## src/rtl/noc_rr_arbiter_pkg.sv

```systemverilog
// -----------------------------------------------------------------------------
// noc_arb_pkg
// Shared types and helpers for the NoC output-port round-robin arbiter.
//   arb_state_e : lock FSM states (IDLE between packets, LOCKED mid-packet)
//   idx_w(n)    : width of a binary requester index, never less than 1
//   N_REQ_DEF   : default requester count (N/E/S/W/local)
//   CNT_W_DEF   : default grant-counter width
// -----------------------------------------------------------------------------
package noc_arb_pkg;

   localparam int N_REQ_DEF = 5;
   localparam int CNT_W_DEF = 16;

   typedef enum logic {
      IDLE   = 1'b0,
      LOCKED = 1'b1
   } arb_state_e;

   // A single requester still needs a 1-bit index port.
   function automatic int idx_w(input int n);
      return (n > 2) ? $clog2(n) : 1;
   endfunction

endpackage

```

## src/rtl/noc_rr_arbiter_if.sv

```systemverilog
// -----------------------------------------------------------------------------
// noc_rr_arbiter_if
// Request/grant bundle between the input ports and one output-port arbiter.
//   req       : per-requester flit-valid            (master -> slave)
//   last      : per-requester tail-flit flag        (master -> slave)
//   out_ready : downstream accepts the granted flit (master -> slave)
//   gnt       : one-hot grant or zero               (slave -> master)
//   gnt_valid : |gnt                                (slave -> master)
//   gnt_idx   : binary index of the grant, 0 if none (slave -> master)
//   locked    : a multi-flit packet is in progress  (slave -> master)
// -----------------------------------------------------------------------------
interface noc_rr_arbiter_if
   import noc_arb_pkg::*;
#(
   parameter int N_REQ = N_REQ_DEF
) ();

   localparam int IDX_W = idx_w(N_REQ);

   logic [N_REQ-1:0] req;
   logic [N_REQ-1:0] last;
   logic             out_ready;
   logic [N_REQ-1:0] gnt;
   logic             gnt_valid;
   logic [IDX_W-1:0] gnt_idx;
   logic             locked;

   modport master (
      output req, last, out_ready,
      input  gnt, gnt_valid, gnt_idx, locked
   );

   modport slave (
      input  req, last, out_ready,
      output gnt, gnt_valid, gnt_idx, locked
   );

endinterface

```

## src/rtl/noc_rr_arbiter_prio_onehot.sv

```systemverilog
// -----------------------------------------------------------------------------
// noc_prio_onehot
// Fixed-priority selector: the lowest set bit of req_i wins.
//   req_i : request vector
//   gnt_o : one-hot of the winner, zero when req_i is zero
//   idx_o : binary index of the winner, zero when req_i is zero
//   any_o : |req_i
// -----------------------------------------------------------------------------
module noc_prio_onehot
   import noc_arb_pkg::*;
#(
   parameter int WIDTH = N_REQ_DEF
) (
   input  logic [WIDTH-1:0]        req_i,
   output logic [WIDTH-1:0]        gnt_o,
   output logic [idx_w(WIDTH)-1:0] idx_o,
   output logic                    any_o
);

   localparam int IDX_W = idx_w(WIDTH);

   // NOTE: every output gets a default before the loop so no path leaves it
   // unassigned; otherwise synthesis would infer a latch.
   always_comb begin
      gnt_o = '0;
      idx_o = '0;
      any_o = |req_i;
      // Walk from the top down so the lowest set bit is the last one written.
      for (int i = WIDTH - 1; i >= 0; i--) begin
         if (req_i[i]) begin
            gnt_o    = '0;
            gnt_o[i] = 1'b1;
            idx_o    = IDX_W'(i);
         end
      end
   end

endmodule

```

## src/rtl/noc_rr_arbiter.sv

```systemverilog
// -----------------------------------------------------------------------------
// noc_rr_arbiter
// Round-robin arbiter for one NoC router output port, with packet lock.
// Grant is combinational from the request lines and registered state; the
// rotating pointer only advances when a packet ends, so fairness is per packet.
//   clk, rst_n : clock, asynchronous active-low reset
//   arb        : noc_rr_arbiter_if.slave (req/last/out_ready in,
//                gnt/gnt_valid/gnt_idx/locked out)
//   gnt_cnt    : per-requester completed-packet counters, saturating; present
//                only when NOC_RR_ARB_GRANT_CNT_EN is defined
// -----------------------------------------------------------------------------
module noc_rr_arbiter
   import noc_arb_pkg::*;
#(
   parameter int N_REQ = N_REQ_DEF,
   parameter int CNT_W = CNT_W_DEF
) (
   input  logic             clk,
   input  logic             rst_n,
   noc_rr_arbiter_if.slave  arb
`ifdef NOC_RR_ARB_GRANT_CNT_EN
   ,
   output logic [CNT_W-1:0] gnt_cnt [N_REQ]
`endif
);

   localparam int IDX_W = idx_w(N_REQ);

   arb_state_e       state_q, state_d;
   logic [IDX_W-1:0] ptr_q, ptr_d;
   logic [IDX_W-1:0] owner_q, owner_d;

   logic [N_REQ-1:0] mask;
   logic [N_REQ-1:0] m_gnt, u_gnt, gnt;
   logic [IDX_W-1:0] m_idx, u_idx, gnt_idx;
   logic             m_any, u_any;
   logic             xfer, last_win;

   // Requesters strictly after the previous winner get first pick.
   always_comb begin
      mask = '0;
      for (int i = 0; i < N_REQ; i++) mask[i] = (i > int'(ptr_q));
   end

   noc_prio_onehot #(.WIDTH(N_REQ)) u_masked (
      .req_i (arb.req & mask),
      .gnt_o (m_gnt),
      .idx_o (m_idx),
      .any_o (m_any)
   );

   noc_prio_onehot #(.WIDTH(N_REQ)) u_unmasked (
      .req_i (arb.req),
      .gnt_o (u_gnt),
      .idx_o (u_idx),
      .any_o (u_any)
   );

   // Output logic: while locked only the owner may be granted.
   always_comb begin
      gnt     = '0;
      gnt_idx = '0;
      if (state_q == LOCKED) begin
         if (arb.req[owner_q]) begin
            gnt[owner_q] = 1'b1;
            gnt_idx      = owner_q;
         end
      end else if (m_any) begin
         gnt     = m_gnt;
         gnt_idx = m_idx;
      end else if (u_any) begin
         gnt     = u_gnt;
         gnt_idx = u_idx;
      end
   end

   assign arb.gnt       = gnt;
   assign arb.gnt_valid = |gnt;
   assign arb.gnt_idx   = gnt_idx;
   assign arb.locked    = (state_q == LOCKED);

   assign xfer     = (|gnt) && arb.out_ready;
   // Indexed only by the granted requester, so last bits of idle lanes are ignored.
   assign last_win = arb.last[gnt_idx];

   // Next-state logic.
   always_comb begin
      state_d = state_q;
      ptr_d   = ptr_q;
      owner_d = owner_q;
      if (xfer) begin
         unique case (state_q)
            IDLE: begin
               if (last_win) begin
                  ptr_d = gnt_idx;
               end else begin
                  owner_d = gnt_idx;
                  state_d = LOCKED;
               end
            end
            LOCKED: begin
               if (last_win) begin
                  ptr_d   = owner_q;
                  state_d = IDLE;
               end
            end
            default: state_d = IDLE;
         endcase
      end
   end

   // NOTE: state registers use non-blocking assignments so every flop samples
   // the pre-edge values of its neighbours regardless of statement order.
   always_ff @(posedge clk or negedge rst_n) begin
      if (!rst_n) begin
         state_q <= IDLE;
         ptr_q   <= IDX_W'(N_REQ - 1);
         owner_q <= '0;
      end else begin
         state_q <= state_d;
         ptr_q   <= ptr_d;
         owner_q <= owner_d;
      end
   end

`ifdef NOC_RR_ARB_GRANT_CNT_EN
   logic [CNT_W-1:0] cnt_q [N_REQ];

   // NOTE: the counter array is a handful of flops, not a RAM, so it takes the
   // async reset like any other register and software always reads 0 after reset.
   always_ff @(posedge clk or negedge rst_n) begin
      if (!rst_n) begin
         for (int i = 0; i < N_REQ; i++) cnt_q[i] <= '0;
      end else begin
         for (int i = 0; i < N_REQ; i++) begin
            if (xfer && last_win && (int'(gnt_idx) == i) && (cnt_q[i] != '1))
               cnt_q[i] <= cnt_q[i] + 1'b1;
         end
      end
   end

   assign gnt_cnt = cnt_q;
`endif

endmodule

```

## src/flat_wrapper.sv

```systemverilog
// flat-port wrapper written by rule: the top's interface ports become plain ports
module noc_rr_arbiter_flat import noc_arb_pkg::*;
#(
   parameter int N_REQ = N_REQ_DEF,
   parameter int CNT_W = CNT_W_DEF
)
  (clk, rst_n, arb_req, arb_last, arb_out_ready, arb_gnt, arb_gnt_valid, arb_gnt_idx, arb_locked);
  noc_rr_arbiter_if #(.N_REQ(N_REQ)) arb_i ();
  input  logic clk;
  input  logic rst_n;
  input wire logic [$bits(arb_i.req)-1:0] arb_req;
  input wire logic [$bits(arb_i.last)-1:0] arb_last;
  input wire logic [$bits(arb_i.out_ready)-1:0] arb_out_ready;
  output wire logic [$bits(arb_i.gnt)-1:0] arb_gnt;
  output wire logic [$bits(arb_i.gnt_valid)-1:0] arb_gnt_valid;
  output wire logic [$bits(arb_i.gnt_idx)-1:0] arb_gnt_idx;
  output wire logic [$bits(arb_i.locked)-1:0] arb_locked;
  assign arb_i.req = arb_req;
  assign arb_i.last = arb_last;
  assign arb_i.out_ready = arb_out_ready;
  assign arb_gnt = arb_i.gnt;
  assign arb_gnt_valid = arb_i.gnt_valid;
  assign arb_gnt_idx = arb_i.gnt_idx;
  assign arb_locked = arb_i.locked;
  noc_rr_arbiter #(.N_REQ(N_REQ), .CNT_W(CNT_W)) u_core (.clk(clk), .rst_n(rst_n), .arb(arb_i));
endmodule
```

## config.mk

```make
export PLATFORM = sky130hd
export DESIGN_NAME = noc_rr_arbiter_flat
export DESIGN_NICKNAME = d
export VERILOG_FILES = /design/src/rtl/noc_rr_arbiter_pkg.sv /design/src/rtl/noc_rr_arbiter_if.sv /design/src/rtl/noc_rr_arbiter_prio_onehot.sv /design/src/rtl/noc_rr_arbiter.sv /design/src/flat_wrapper.sv
export SDC_FILE = /design/constraint.sdc
export NUM_CORES = 1
export LEC_CHECK = 0
export CORE_MARGIN = 10
export CORE_UTILIZATION = 30
export CTS_BUF_LIST = sky130_fd_sc_hd__clkbuf_16
export DETAILED_ROUTE_END_ITERATION = 8
export GPL_ROUTABILITY_DRIVEN = 0
export GPL_TIMING_DRIVEN = 0
export PLACE_DENSITY = 0.6
export SYNTH_ARGS = -nofsm -noshare
export SYNTH_HDL_FRONTEND = slang
export SYNTH_SLANG_ARGS = --single-unit
```

## constraint.sdc

```tcl
create_clock -name clk -period 8.62 [get_ports clk]
set_input_delay 2.586 -clock clk [delete_from_list [all_inputs] [get_ports clk]]
set_output_delay 2.586 -clock clk [all_outputs]
set_load 0.01 [all_outputs]
```

==> flow_summary.ini, run 1 <==
[run_status]
outcome = completed

[sta]
final_hold_viol_count = 0
fin_crit_ns = 7.69
setup_viol = 0
tightest_slew_ns = 0.693
post-route-period-util_pct = 89.2
grt_setup_unrepaired = false
fin_ws_ns = 0.935
fin_tns_setup_ns = 0
slew_headroom_pct = 53.4
drv_slew = 0
fmax_ghz = 0.130
clock_skew_ns = 0.00262

[global_routing]
grt_start_max_net_pins = 11
grt.total_usage_pct = 10.3
antenna_found_initial = 0
grt_pass1_wl_microns = 4570
grt_pass1_vias = 922
grt_overflow = 0

[route]
num_vias = 892
final_antenna_net_count = 0
routed_wl_microns = 2630
avgRoutedWirePerCell_microns = 17.3
post_drt_via_cell_ratio = 5.87
drtPass1Iterations = 4
drc = 0
drtIter0Drc = 26

[synth]
avgSynthCellArea_sq_um = 8.51
ys_seq_area_share_pct = 21.6
ys.flop_type = dfrtp_1
synthCells = 96
synth_edf_count = 0
synth_seq_cells = 7
ys_async_sr_fraction_pct = 100
synth_warnings = 0
synth_cell_types = 51
syn_area_sq_um = 817
synth_nets = 109

[cells_and_area]
drive_above_1_share_pct = 16.4
diodes = 0
layout.nets = 136
area_growth_pct = 41.2
fill_cells = 257
layout_common_cells = clkdlybuf4s50_1, inv_1, nor2_1, nand2_1, dfrtp_1
fin_cells = 152
stdcell_area_sq_um = 1150
final_common_cell = clkdlybuf4s50_1

[placement]
placed_area_sq_um = 1070
dp_slack_ns = 0.943
dp_cells = 148
dp_hpwl_microns = 2020
io_buffers = 22

[worst_setup_path]
startpoint_type = input port
crit_required_ns = 6.03
criticalPathCategory = in -> out
r2r_start = u_core.ptr_q[2]$_DFFE_PN1P_
crit_path_end_kind = output pin
arrival_ns = 5.10
worstPathCellList = clkdlybuf4s50_1 > nor4b_2 > nor2_1 > o21a_1 > nor3_1 > nand3_1 > clkdlybuf4s50_1
r2r_slack_ns = 5.79
crit_path_start = arb_req[1]
critPathBufInv = 2
max_stage_delay_ns = 0.64
critPathTopFamily = simple AND/OR/NAND/NOR gates
path_max_fanout = 8
cp_slowest_cell = clkdlybuf4s50_1
critPathMostFrequentCell = clkdlybuf4s50_1

[die]
fp.dieArea_sq_um = 5210
die_w_microns = 72.2
coreArea_sq_um = 2540
ioPinCount = 23
rows = 18
fp.dieH_microns = 72.2
start_util_pct = 32.1

[hold_path]
hold_path_class = reg -> reg
min_from = u_core.ptr_q[2]$_DFFE_PN1P_

[clock_tree]
postCtsResizedCells = 0
cts_buffer_depth = 2
cts_sinks = 7
clkLatencyLatePin_ns = 0.23
post_cts_buffers = 0
cts_tree = built
numCtsBuffers = 3
clock-root-buffer = clkbuf_16
ctsHoldBuffers = 0
htreeDepth = 1
clk_pin_slew_worst_paths_ns = 0.04

[power_and_ir_drop]
max-vdd-ir-drop_uv = 198
powerDensity_nw_per_um2 = 357
p_leak_uw = 0.000478

[job]
drv_cap = 0
-- area by class of cell --
type / instances / area [sq um] / share of cell area, %
well taps: 30 / 37.5 / 3.25
repair buffers: 22 / 220 / 19.1
multi-input cells: 78 / 582 / 50.4
clock buffers: 3 / 75.1 / 6.51
flip-flops and latches: 7 / 176 / 15.3
clock inverters: 1 / 3.75 / 0.325
plain buffers: 2 / 25.0 / 2.17
inverters: 9 / 33.8 / 2.93
-- power breakdown --
group / switching, uW / total [uW] / internal, uW
logic: 135 / 261 / 126
clock network: 17.2 / 77.6 / 60.3
registers: 25.0 / 72.8 / 47.8
total: 178 / 412 / 234
-- synthesized netlist by cell type, types with 2 or more instances --
cell	n	area [sq um]
a211oi_1	2	15.0
a21oi_1	3	15.0
a22oi_1	2	15.0
and3_1	2	12.5
dfrtp_1	6	150
inv_1	9	33.8
mux2_1	3	33.8
mux2i_1	3	30.0
nand2_1	7	26.3
nand3_1	3	15.0
nor2_1	7	26.3
nor3_1	3	15.0
nor4_1	2	12.5
o211ai_1	2	15.0
o21a_1	2	15.0
o21ai_0	4	20.0
or4b_1	2	20.0
-- worst paths after layout --
check                      cells after the start                            end
max                                            7                  arb_gnt_valid
min                                            1    u_core.ptr_q[2]$_DFFE_PN1P_
max reg2reg                                    7    u_core.ptr_q[1]$_DFFE_PN0P_
min reg2reg                                    1    u_core.ptr_q[2]$_DFFE_PN1P_
max in group asynchronous                      1    u_core.ptr_q[2]$_DFFE_PN1P_
min in group asynchronous                      1  u_core.owner_q[2]$_DFFE_PN0P_
-- per-stage QoR --
stage                     power, uW  hold slack, ns  util (%)
final                           412           0.580      45.3
after global routing            445           0.605      45.3
after CTS                       413           0.577      45.3
after detailed placement        330           0.569      42.2
after global placement          328           0.564      42.2
after floorplan                 234           0.530         -
-- cell families after synthesis --
| kind of cell | after synthesis | synth area share [%] |
|---|---|---|
| AND/OR/NAND/NOR | 39 | 29.1 |
| AO/OA/AOI/OAI | 32 | 32.9 |
| buffers and inverters | 11 | 7.20 |
| multiplexers | 7 | 9.19 |
| flip-flops | 7 | 21.6 |
-- metal layers --
layer	wire length, microns	vias up	share of wire [%]	global-route usage [%]
met2	1290	24	49	16.8
met1	1170	436	44	12.9
met3	128	4	4.9	2.59
met4	38	0	1.4	3.44
met5	0	-	0	0
li1	-	428	-	-
-- registers in the layout, summed over array words and instances (netlist names) --
name and cells:
u_core.arb.locked 1, u_core.owner_q 3, u_core.ptr_q 3
No activity file was read; power rests on OpenSTA's default activity.
==> run 2: changes to the inputs <==
CTS_BUF_LIST = sky130_fd_sc_hd__clkbuf_2 sky130_fd_sc_hd__clkbuf_4 sky130_fd_sc_hd__clkbuf_8   (was sky130_fd_sc_hd__clkbuf_16)
==> run 2 against run 1 <==
- first-iteration DRC count is 54% higher
- power is 11% lower
- via count is 1.6% lower
- largest cell class unchanged
- largest power group unchanged
==> flow_summary.ini, run 2 (synthesis gave the netlist of run 1 again) <==
[sta]
setup_viol = 0
post-route-period-util_pct = 89.0
fmax_ghz = 0.130
fin_tns_setup_ns = 0
tightest_slew_ns = 0.693
grt_setup_unrepaired = false
slew_headroom_pct = 53.4
fin_crit_ns = 7.67
whs_ns = 0.583
final_hold_viol_count = 0
drv_slew = 0
clock_skew_ns = 0.00105

[worst_setup_path]
max_stage_delay_ns = 0.64
r2r_start = u_core.ptr_q[2]$_DFFE_PN1P_
cp_slowest_cell = clkdlybuf4s50_1
criticalPathCategory = in -> out
startpoint_type = input port
critPathTopFamily = buffers and inverters
crit_path_start = arb_req[1]
arrival_ns = 5.09
crit_path_end_kind = output pin
critPathBufInv = 2
worstPathCellList = clkdlybuf4s50_1 > nor4b_2 > nor2_1 > o21a_1 > nor3_1 > nand3_1 > clkdlybuf4s50_1
path_max_fanout = 8
critPathMostFrequentCell = clkdlybuf4s50_1
crit_required_ns = 6.03

[cells_and_area]
layout_common_cells = clkdlybuf4s50_1, inv_1, nor2_1, nand2_1, dfrtp_1
final_common_cell = clkdlybuf4s50_1
fin_cells = 152
area_growth_pct = 35.2
diodes = 0
stdcell_area_sq_um = 1100
layout.nets = 136
drive_above_1_share_pct = 17.2

[clock_tree]
clkLatencyLatePin_ns = 0.24
ctsHoldBuffers = 0
postCtsResizedCells = 0
cts_buffer_depth = 2
cts_tree = built
post_cts_buffers = 0
cts_sinks = 7
numCtsBuffers = 3
clock-root-buffer = clkbuf_4
htreeDepth = 1
clk_pin_slew_worst_paths_ns = 0.05

[hold_path]
min_from = u_core.ptr_q[2]$_DFFE_PN1P_
hold_path_class = reg -> reg

[run_status]
outcome = completed

[global_routing]
grt_pass1_vias = 908
antenna_found_initial = 0
grt_overflow = 0
grt.total_usage_pct = 10.1
grt_pass1_wl_microns = 4490
grt_start_max_net_pins = 11

[route]
avgRoutedWirePerCell_microns = 16.7
drtIter0Drc = 40
drtPass1Iterations = 6
routed_wl_microns = 2540
drc = 0
final_antenna_net_count = 0
post_drt_via_cell_ratio = 5.78
num_vias = 878

[power_and_ir_drop]
max-vdd-ir-drop_uv = 165
power_uw = 365
powerDensity_nw_per_um2 = 330
p_leak_uw = 0.000454

[die]
ioPinCount = 23
coreArea_sq_um = 2540
rows = 18
fp.dieArea_sq_um = 5210
fp.dieH_microns = 72.2
die_w_microns = 72.2
start_util_pct = 32.1

[placement]
placed_area_sq_um = 1070
io_buffers = 22
dp_hpwl_microns = 2020
dp_cells = 148

[job]
drv_cap = 0
run 2: cell types whose count changed in the layout (fill, tap and decap cells not counted), sizes merged:
cell / delta
clkbuf: +1
inv: -1
run 2: cell type report:
type                       instances  area, sq um
clock buffer                       4         30.0
buffer                             2         25.0
multi-input combinational         78          582
inverter                           9         33.8
timing repair buffer              22          220
tap                               30         37.5
fill                             263         1440
sequential                         7          176
run 2: routing by layer:
layer	track usage, %	share of wire, %
met2	16.8	50
met3	2.04	5.5
met4	2.58	0.59
met5	0	0
met1	12.8	44
run 2: path summary, 6_finish.rpt:
kind / end / slack [ns] / cells past startpoint
max in group asynchronous: u_core.ptr_q[2]$_DFFE_PN1P_ / 5.74 / 1
min in group asynchronous: u_core.ptr_q[1]$_DFFE_PN0P_ / 2.60 / 1
setup reg to reg: u_core.owner_q[1]$_DFFE_PN0P_ / 5.80 / 7
hold reg to reg: u_core.ptr_q[2]$_DFFE_PN1P_ / 0.58 / 1
setup / recovery: arb_gnt_valid / 0.95 / 7
hold / removal: u_core.ptr_q[2]$_DFFE_PN1P_ / 0.58 / 1
run 2: where the power goes:
part	switching [uW]	internal (uW)	total, uW
sequential	24.9	47.6	72.5
clock	11.2	20.7	31.9
combinational	134	126	260
total	170	194	365
run 2: worst register-to-register path, stage by stage, from the launching register on:
cell      delay (ns)
dfstp_2         0.62
nor2b_1         0.08
nor4_1          0.59
o21a_1          0.24
nor3_1          0.10
a311o_1         0.44
a211oi_1        0.28
mux2_1          0.35
run 2: stage by stage:
stage | util, % | setup WS (ns)
4_1_cts | 43.4 | 0.945
6_report | 43.4 | 0.949
5_1_grt | 43.4 | 0.758
3_5_place_dp | 42.2 | 0.943
2_1_floorplan | - | 2.30
3_3_place_gp | 42.2 | 0.899
==> run 3: changes to the inputs <==
clock period = 9.2 ns   (was 8.62 ns; I/O delays follow)
==> results of run 3 <==
The final DEF is identical to that of run 2. Status: completed.
Main changes from that run: setup slack after placement 0.943 ns -> 1.17 ns; setup slack after layout 0.949 ns -> 1.18 ns; register-to-register setup slack 5.80 ns -> 6.38 ns; total power 365 uW -> 342 uW; worst IR drop on VDD 165 uV -> 155 uV
